`src/rtl/ntsc_timing_pkg.sv`:
```
// NTSC raster timing constants and strobe decoder shared by the sync generator.
// Exports DOTS/LINES, visible area, sync/burst windows and decode().
package ntsc_timing_pkg;

    localparam int DOTS        = 341;
    localparam int LINES       = 262;
    localparam int VIS_W       = 256;
    localparam int VIS_H       = 240;
    localparam int HSYNC_START = 277;
    localparam int HSYNC_END   = 301;
    localparam int BURST_START = 305;
    localparam int BURST_END   = 319;
    localparam int VSYNC_START = 244;
    localparam int VSYNC_END   = 246;

    typedef struct packed {
        logic hsync_n;
        logic vsync_n;
        logic blank;
        logic burst;
    } strobes_t;

    function automatic strobes_t decode(
        input logic [8:0] x,
        input logic [8:0] y
    );
        strobes_t s;
        logic     vs;
        logic     hs;
        logic     bw;
        vs = (y >= 9'(VSYNC_START)) && (y <= 9'(VSYNC_END));
        hs = (x >= 9'(HSYNC_START)) && (x <= 9'(HSYNC_END));
        bw = (x >= 9'(BURST_START)) && (x <= 9'(BURST_END));
        s.hsync_n = ~hs;
        s.vsync_n = ~vs;
        s.blank   = (x >= 9'(VIS_W)) || (y >= 9'(VIS_H));
        // burst is suppressed on the vertical sync lines
        s.burst   = bw & ~vs;
        return s;
    endfunction

endpackage

```
`src/rtl/ntsc_sync_gen_ce_divider.sv`:
```
// Modulo-N counter of input ticks producing a registered one-cycle enable.
// Ports: clk, reset (sync, high), tick in; ce out (registered), wrap (comb).
module ce_divider #(
    parameter int N = 4
) (
    input  logic clk,
    input  logic reset,
    input  logic tick,
    output logic ce,
    output logic wrap
);

    localparam int          W    = (N > 1) ? $clog2(N) : 1;
    localparam logic [W-1:0] LAST = W'(N - 1);

    logic [W-1:0] count;

    // wrap marks the tick that completes a period; it lets the owner update
    // state on the same edge that raises ce
    assign wrap = tick && (count == LAST);

    always_ff @(posedge clk) begin
        if (reset) begin
            count <= '0;
            ce    <= 1'b0;
        end else begin
            ce <= wrap;
            if (tick) begin
                count <= wrap ? '0 : count + W'(1);
            end
        end
    end

endmodule

```
`src/rtl/ntsc_sync_gen.sv`:
```
// NTSC dot/line raster generator with pixel and CPU clock enables.
// In: clk, reset, master_tick. Out: pix_ce, cpu_ce, dot_x, line_y, strobes.
module ntsc_sync_gen #(
    parameter int PIX_DIV = 4,
    parameter int CPU_DIV = 12,
    parameter int DOTS    = ntsc_timing_pkg::DOTS,
    parameter int LINES   = ntsc_timing_pkg::LINES
) (
    input  logic       clk,
    input  logic       reset,
    input  logic       master_tick,
    output logic       pix_ce,
    output logic       cpu_ce,
    output logic [8:0] dot_x,
    output logic [8:0] line_y,
    output logic       hsync_n,
    output logic       vsync_n,
    output logic       blank,
    output logic       burst,
    output logic       frame_start,
    output logic       odd_frame
);

    import ntsc_timing_pkg::*;

    localparam logic [8:0] LAST_DOT  = 9'(DOTS - 1);
    localparam logic [8:0] SKIP_DOT  = 9'(DOTS - 2);
    localparam logic [8:0] LAST_LINE = 9'(LINES - 1);

    logic       pix_wrap;
    logic       cpu_wrap_unused;
    logic [8:0] x_next;
    logic [8:0] y_next;
    logic [8:0] end_dot;
    logic       last_line;
    logic       frame_wrap;
    strobes_t   strb;

    ce_divider #(.N(PIX_DIV)) u_pix_div (
        .clk   (clk),
        .reset (reset),
        .tick  (master_tick),
        .ce    (pix_ce),
        .wrap  (pix_wrap)
    );

    ce_divider #(.N(CPU_DIV)) u_cpu_div (
        .clk   (clk),
        .reset (reset),
        .tick  (master_tick),
        .ce    (cpu_ce),
        .wrap  (cpu_wrap_unused)
    );

    always_comb begin
        last_line  = (line_y == LAST_LINE);
        end_dot    = LAST_DOT;
        x_next     = dot_x + 9'd1;
        y_next     = line_y;
        frame_wrap = 1'b0;
        // odd frames drop the final dot of the last line
        if (odd_frame && last_line) begin
            end_dot = SKIP_DOT;
        end
        if (dot_x == end_dot) begin
            x_next = '0;
            if (last_line) begin
                y_next     = '0;
                frame_wrap = 1'b1;
            end else begin
                y_next = line_y + 9'd1;
            end
        end
        strb = decode(x_next, y_next);
    end

    always_ff @(posedge clk) begin
        if (reset) begin
            dot_x       <= '0;
            line_y      <= '0;
            hsync_n     <= 1'b1;
            vsync_n     <= 1'b1;
            blank       <= 1'b0;
            burst       <= 1'b0;
            frame_start <= 1'b0;
            odd_frame   <= 1'b0;
        end else begin
            frame_start <= 1'b0;
            if (pix_wrap) begin
                dot_x       <= x_next;
                line_y      <= y_next;
                hsync_n     <= strb.hsync_n;
                vsync_n     <= strb.vsync_n;
                blank       <= strb.blank;
                burst       <= strb.burst;
                frame_start <= frame_wrap;
                odd_frame   <= odd_frame ^ frame_wrap;
            end
        end
    end

endmodule

```
`config.mk`:
```
export PLATFORM = sky130hd
export DESIGN_NAME = ntsc_sync_gen
export DESIGN_NICKNAME = d
export VERILOG_FILES = /design/src/rtl/ntsc_timing_pkg.sv /design/src/rtl/ntsc_sync_gen_ce_divider.sv /design/src/rtl/ntsc_sync_gen.sv
export SDC_FILE = /design/constraint.sdc
export NUM_CORES = 1
export LEC_CHECK = 0
export ABC_AREA = 1
export BUFFER_PORTS_ARGS = -buffer_cell sky130_fd_sc_hd__clkbuf_2
export CAP_MARGIN = 30
export CORE_MARGIN = 2
export CORE_UTILIZATION = 49
export CTS_BUF_LIST = sky130_fd_sc_hd__clkbuf_8
export CTS_CLUSTER_DIAMETER = 30
export DETAILED_ROUTE_END_ITERATION = 8
export PLACE_DENSITY = 0.71
export SLEW_MARGIN = 10
export SYNTH_ARGS = -nofsm -noshare
export SYNTH_HDL_FRONTEND = slang
export SYNTH_SLANG_ARGS = --single-unit
```
`constraint.sdc`:
```
create_clock -name clk -period 4.6 [get_ports clk]
set_input_delay 0.92 -clock clk [delete_from_list [all_inputs] [get_ports clk]]
set_output_delay 0.92 -clock clk [all_outputs]
set_load 0.01 [all_outputs]
```
==> flow_summary_export.csv <==
group,metric,value,unit
critical_path,crit_path_end_kind,"register",
critical_path,r2r_cells,17,
final_layout,layout-drive-gt1-share,0.195,
floorplan,die_w,64.0,microns
placed_design,place_congestion,0.923,
synth,syn-instance-count,252,
critical_path,critPathTopFamily,"simple AND/OR/NAND/NOR gates",
synth,ys_top_cells_by_area,"dfxtp_1, nand2_1, nor2_1, inv_1, o21ai_0",
placed_design,placed_area,1930,sq um
cts,clock_path_buffers,2,
cts,cts_root_buf,"clkbuf_8",
sta,slew-limit-headroom,0.510,
synth,async_reset_ff_frac,0,
critical_path,worstReg2RegStart,"line_y[1]",
hold_path,hold_path.class,"register to register",
grt,grt_max_degree,17,
placed_design,port_buffers,28,
grt,grt-ovfl-total,0,
critical_path,arrival,2.42,ns
drt,routed_via_density,5.24,
sta,tightest_slew,0.732,ns
critical_path,critPathMostFrequentCell,"nand2_1",
drt,route.detailed.drc,0,
drt,ant_nets,0,
floorplan,die_area,4100,sq um
synth,avgSynthCellArea,7.01,sq um
drt,wl,4040,microns
final_layout,final_area,2040,sq um
sta,clock_skew,0.00733,ns
cts,post_cts_buffers,0,
floorplan,start_util,0.521,
job,drv_cap,0,
cts,cts_tree,"done",
pwr,power_leakage,0.887,nW
critical_path,cp-start-kind,"register",
synth,synth.ff_latch_count,32,
drt,first_pass_iters,4,
sta,hold_viol_final,0,
grt,antenna_found_initial,0,
sta,max_freq,0.449,GHz
synth,synth_top_area_share,0.363,
critical_path,reg2reg_to,"burst",
cts,clkLatencyLatePin,0.29,ns
hold_path,holdCritStartpoint,"burst",
synth,synthMostInstantiatedCell,"nand2_1",
grt,grt_pass1_vias,1523,
synth,synth-edff-count,0,
floorplan,core,3390,sq um
drt,wire_per_inst,12.3,microns
critical_path,critical_path.cell_chain,"inv_1 > ha_1 > inv_1 > nor2_1 > nand2_1 > nor2_4 > nand2_1 > nand2_1 > nand2_2 > nand3_4 > nor2_1 > a21oi_2 > nand2_1 > nor2_1 > nand3_1 > nand3_1 > nand2_1",
synth,ys_warn_count,0,
cts,cts.clk_slew.worst_paths,0.07,ns
drt,num_vias,1719,
grt,grt_pass1_wl,6760,microns
floorplan,io_pins,29,
floorplan,rows,21,
drt,first_iter_violations,125,
sta,post-route-min-period,2.23,ns
final_layout,nets,289,
critical_path,r2r_slack,2.37,ns
sta,fin_ws,2.37,ns
final_layout,syn2layout_area_growth,15.4,%
grt,grt_use_total,0.215,
synth,synth_common_cells,"nand2_1, dfxtp_1, nor2_1",
run_status,status,"finished, final reports clean",
cts,cts_htree_levels,2,
floorplan,fp.dieH,64.0,microns
sta,fin_crit_sh,0.484,
critical_path,slowest_delay,0.35,ns
synth,synth_ff_type,"dfxtp_1",
synth,synthDistinctLibCells,35,
pwr,swShare,0.225,
critical_path,crit_required,4.79,ns
hold_path,hold-path-cell-count,2,
cts,cts_resized,0,
placed_design,hpwl,2960,microns
placed_design,pre_cts_slack,2.19,ns
cts,numCtsBuffers,5,
sta,setup_violations,0,
sta,rsz0062_at_grt,"false",
pwr,combinationalPowerShare,0.038,
synth,syn-cell-area,1770,sq um
critical_path,cp_slowest_cell,"dfxtp_1",
sta,slew_viol_final,0,
synth,synth_top_cell_by_area,"dfxtp_1",
pwr,powerDensity,285,nW/um^2
pwr,ir_drop,200,uV
critical_path,crit_buf_inv,2,
hold_path,holdPathEnd,"burst",
synth,yosysSeqAreaShare,0.363,
pwr,p_int,0.449,mW
pwr,seqPwrFrac,0.492,
critical_path,critPathMaxFanout,16,
synth,synth_nets,260,
final_layout,diodes,0,
pwr,clockPowerShare,0.470,
pwr,p_sw,0.130,mW
pwr,power.total,0.580,mW
sta,fin_tns_setup,0,ns
cts,hold_buffers,0,
cts,clock-sinks,32,
critical_path,path_class,"register to register",
[tightest hold or removal path: stages (launching register included)]
cell and delay [ns]:
dfxtp_1 0.31, nand2_1 0.07, nand2_1 0.05
[registers in the layout (all words and copies together), names as in the netlist, 2 cells and up]
name,flops
dot_x,9
u_cpu_div.count,4
line_y,9
u_pix_div.count,2
[final cells by class]
class	instances	area [sq um]
clock buffers	5	68.8
clock inverters	3	42.5
fillers	312	1350
inverters	32	120
multi-input cells	182	967
flip-flops and latches	32	641
well taps	46	57.6
repair buffers	28	140
[layout by cell type, fill, tap and decap left out, drive strengths merged]
cell       n
inv       31
o211a      1
a21oi      6
nand2     61
ha         5
dfxtp     32
a32o       1
a211oi     1
and3       1
a31oi      1
clkinvlp   1
or2        1
a21boi     1
nand3     18
xnor2      2
clkinv     2
clkbuf    33
nand4      9
o21a       1
o21ai     22
nor3       7
xor2       6
o22ai      8
nor2      30
bufinv     1
[through the flow]
stage	cells	util	hold slack [ns]
final	328	0.601	0.463
after global routing	328	0.601	0.472
after CTS	328	0.601	0.466
after global placement	320	0.568	0.449
after floorplan	252	-	0.465
after detailed placement	320	0.568	0.455
[metal layers]
metal | share of wire | vias up | wire length [microns] | track usage
met4 | 0.023 | 0 | 92 | 0.114
met2 | 0.46 | 51 | 1860 | 0.340
li1 | - | 889 | - | -
met1 | 0.46 | 770 | 1870 | 0.268
met3 | 0.053 | 9 | 215 | 0.0563
met5 | 0 | - | 0 | 0
[power by group through the flow]
stage / logic, mW / registers, mW / clock network, mW
global placement: 0.0213 / 0.291 / 0
global route: 0.0258 / 0.286 / 0.291
detailed placement: 0.0217 / 0.291 / 0
finish: 0.0220 / 0.285 / 0.273
floorplan: 0.0159 / 0.291 / 0
CTS: 0.0219 / 0.285 / 0.279
[cells by family after synthesis]
group,Yosys count,share of synthesized area
DFF,32,0.363
and+or+nand+nor,127,0.333
AOI/OAI and AO/OA,42,0.140
xor gates and xnor gates,8,0.0397
adders and majority gates,5,0.0354
buffers and inverters,38,0.0893
[worst max path at each step]
stage,startpoint,to,slack [ns],depth (start not counted)
after global placement,master_tick,dot_x[3],2.25,5
after CTS,line_y[1],burst,2.35,17
after floorplan,master_tick,dot_x[3],2.46,7
final,line_y[1],burst,2.37,17
after detailed placement,master_tick,dot_x[4],2.19,5
after global routing,line_y[1],burst,2.06,17
(Power assumes the default switching activity.)
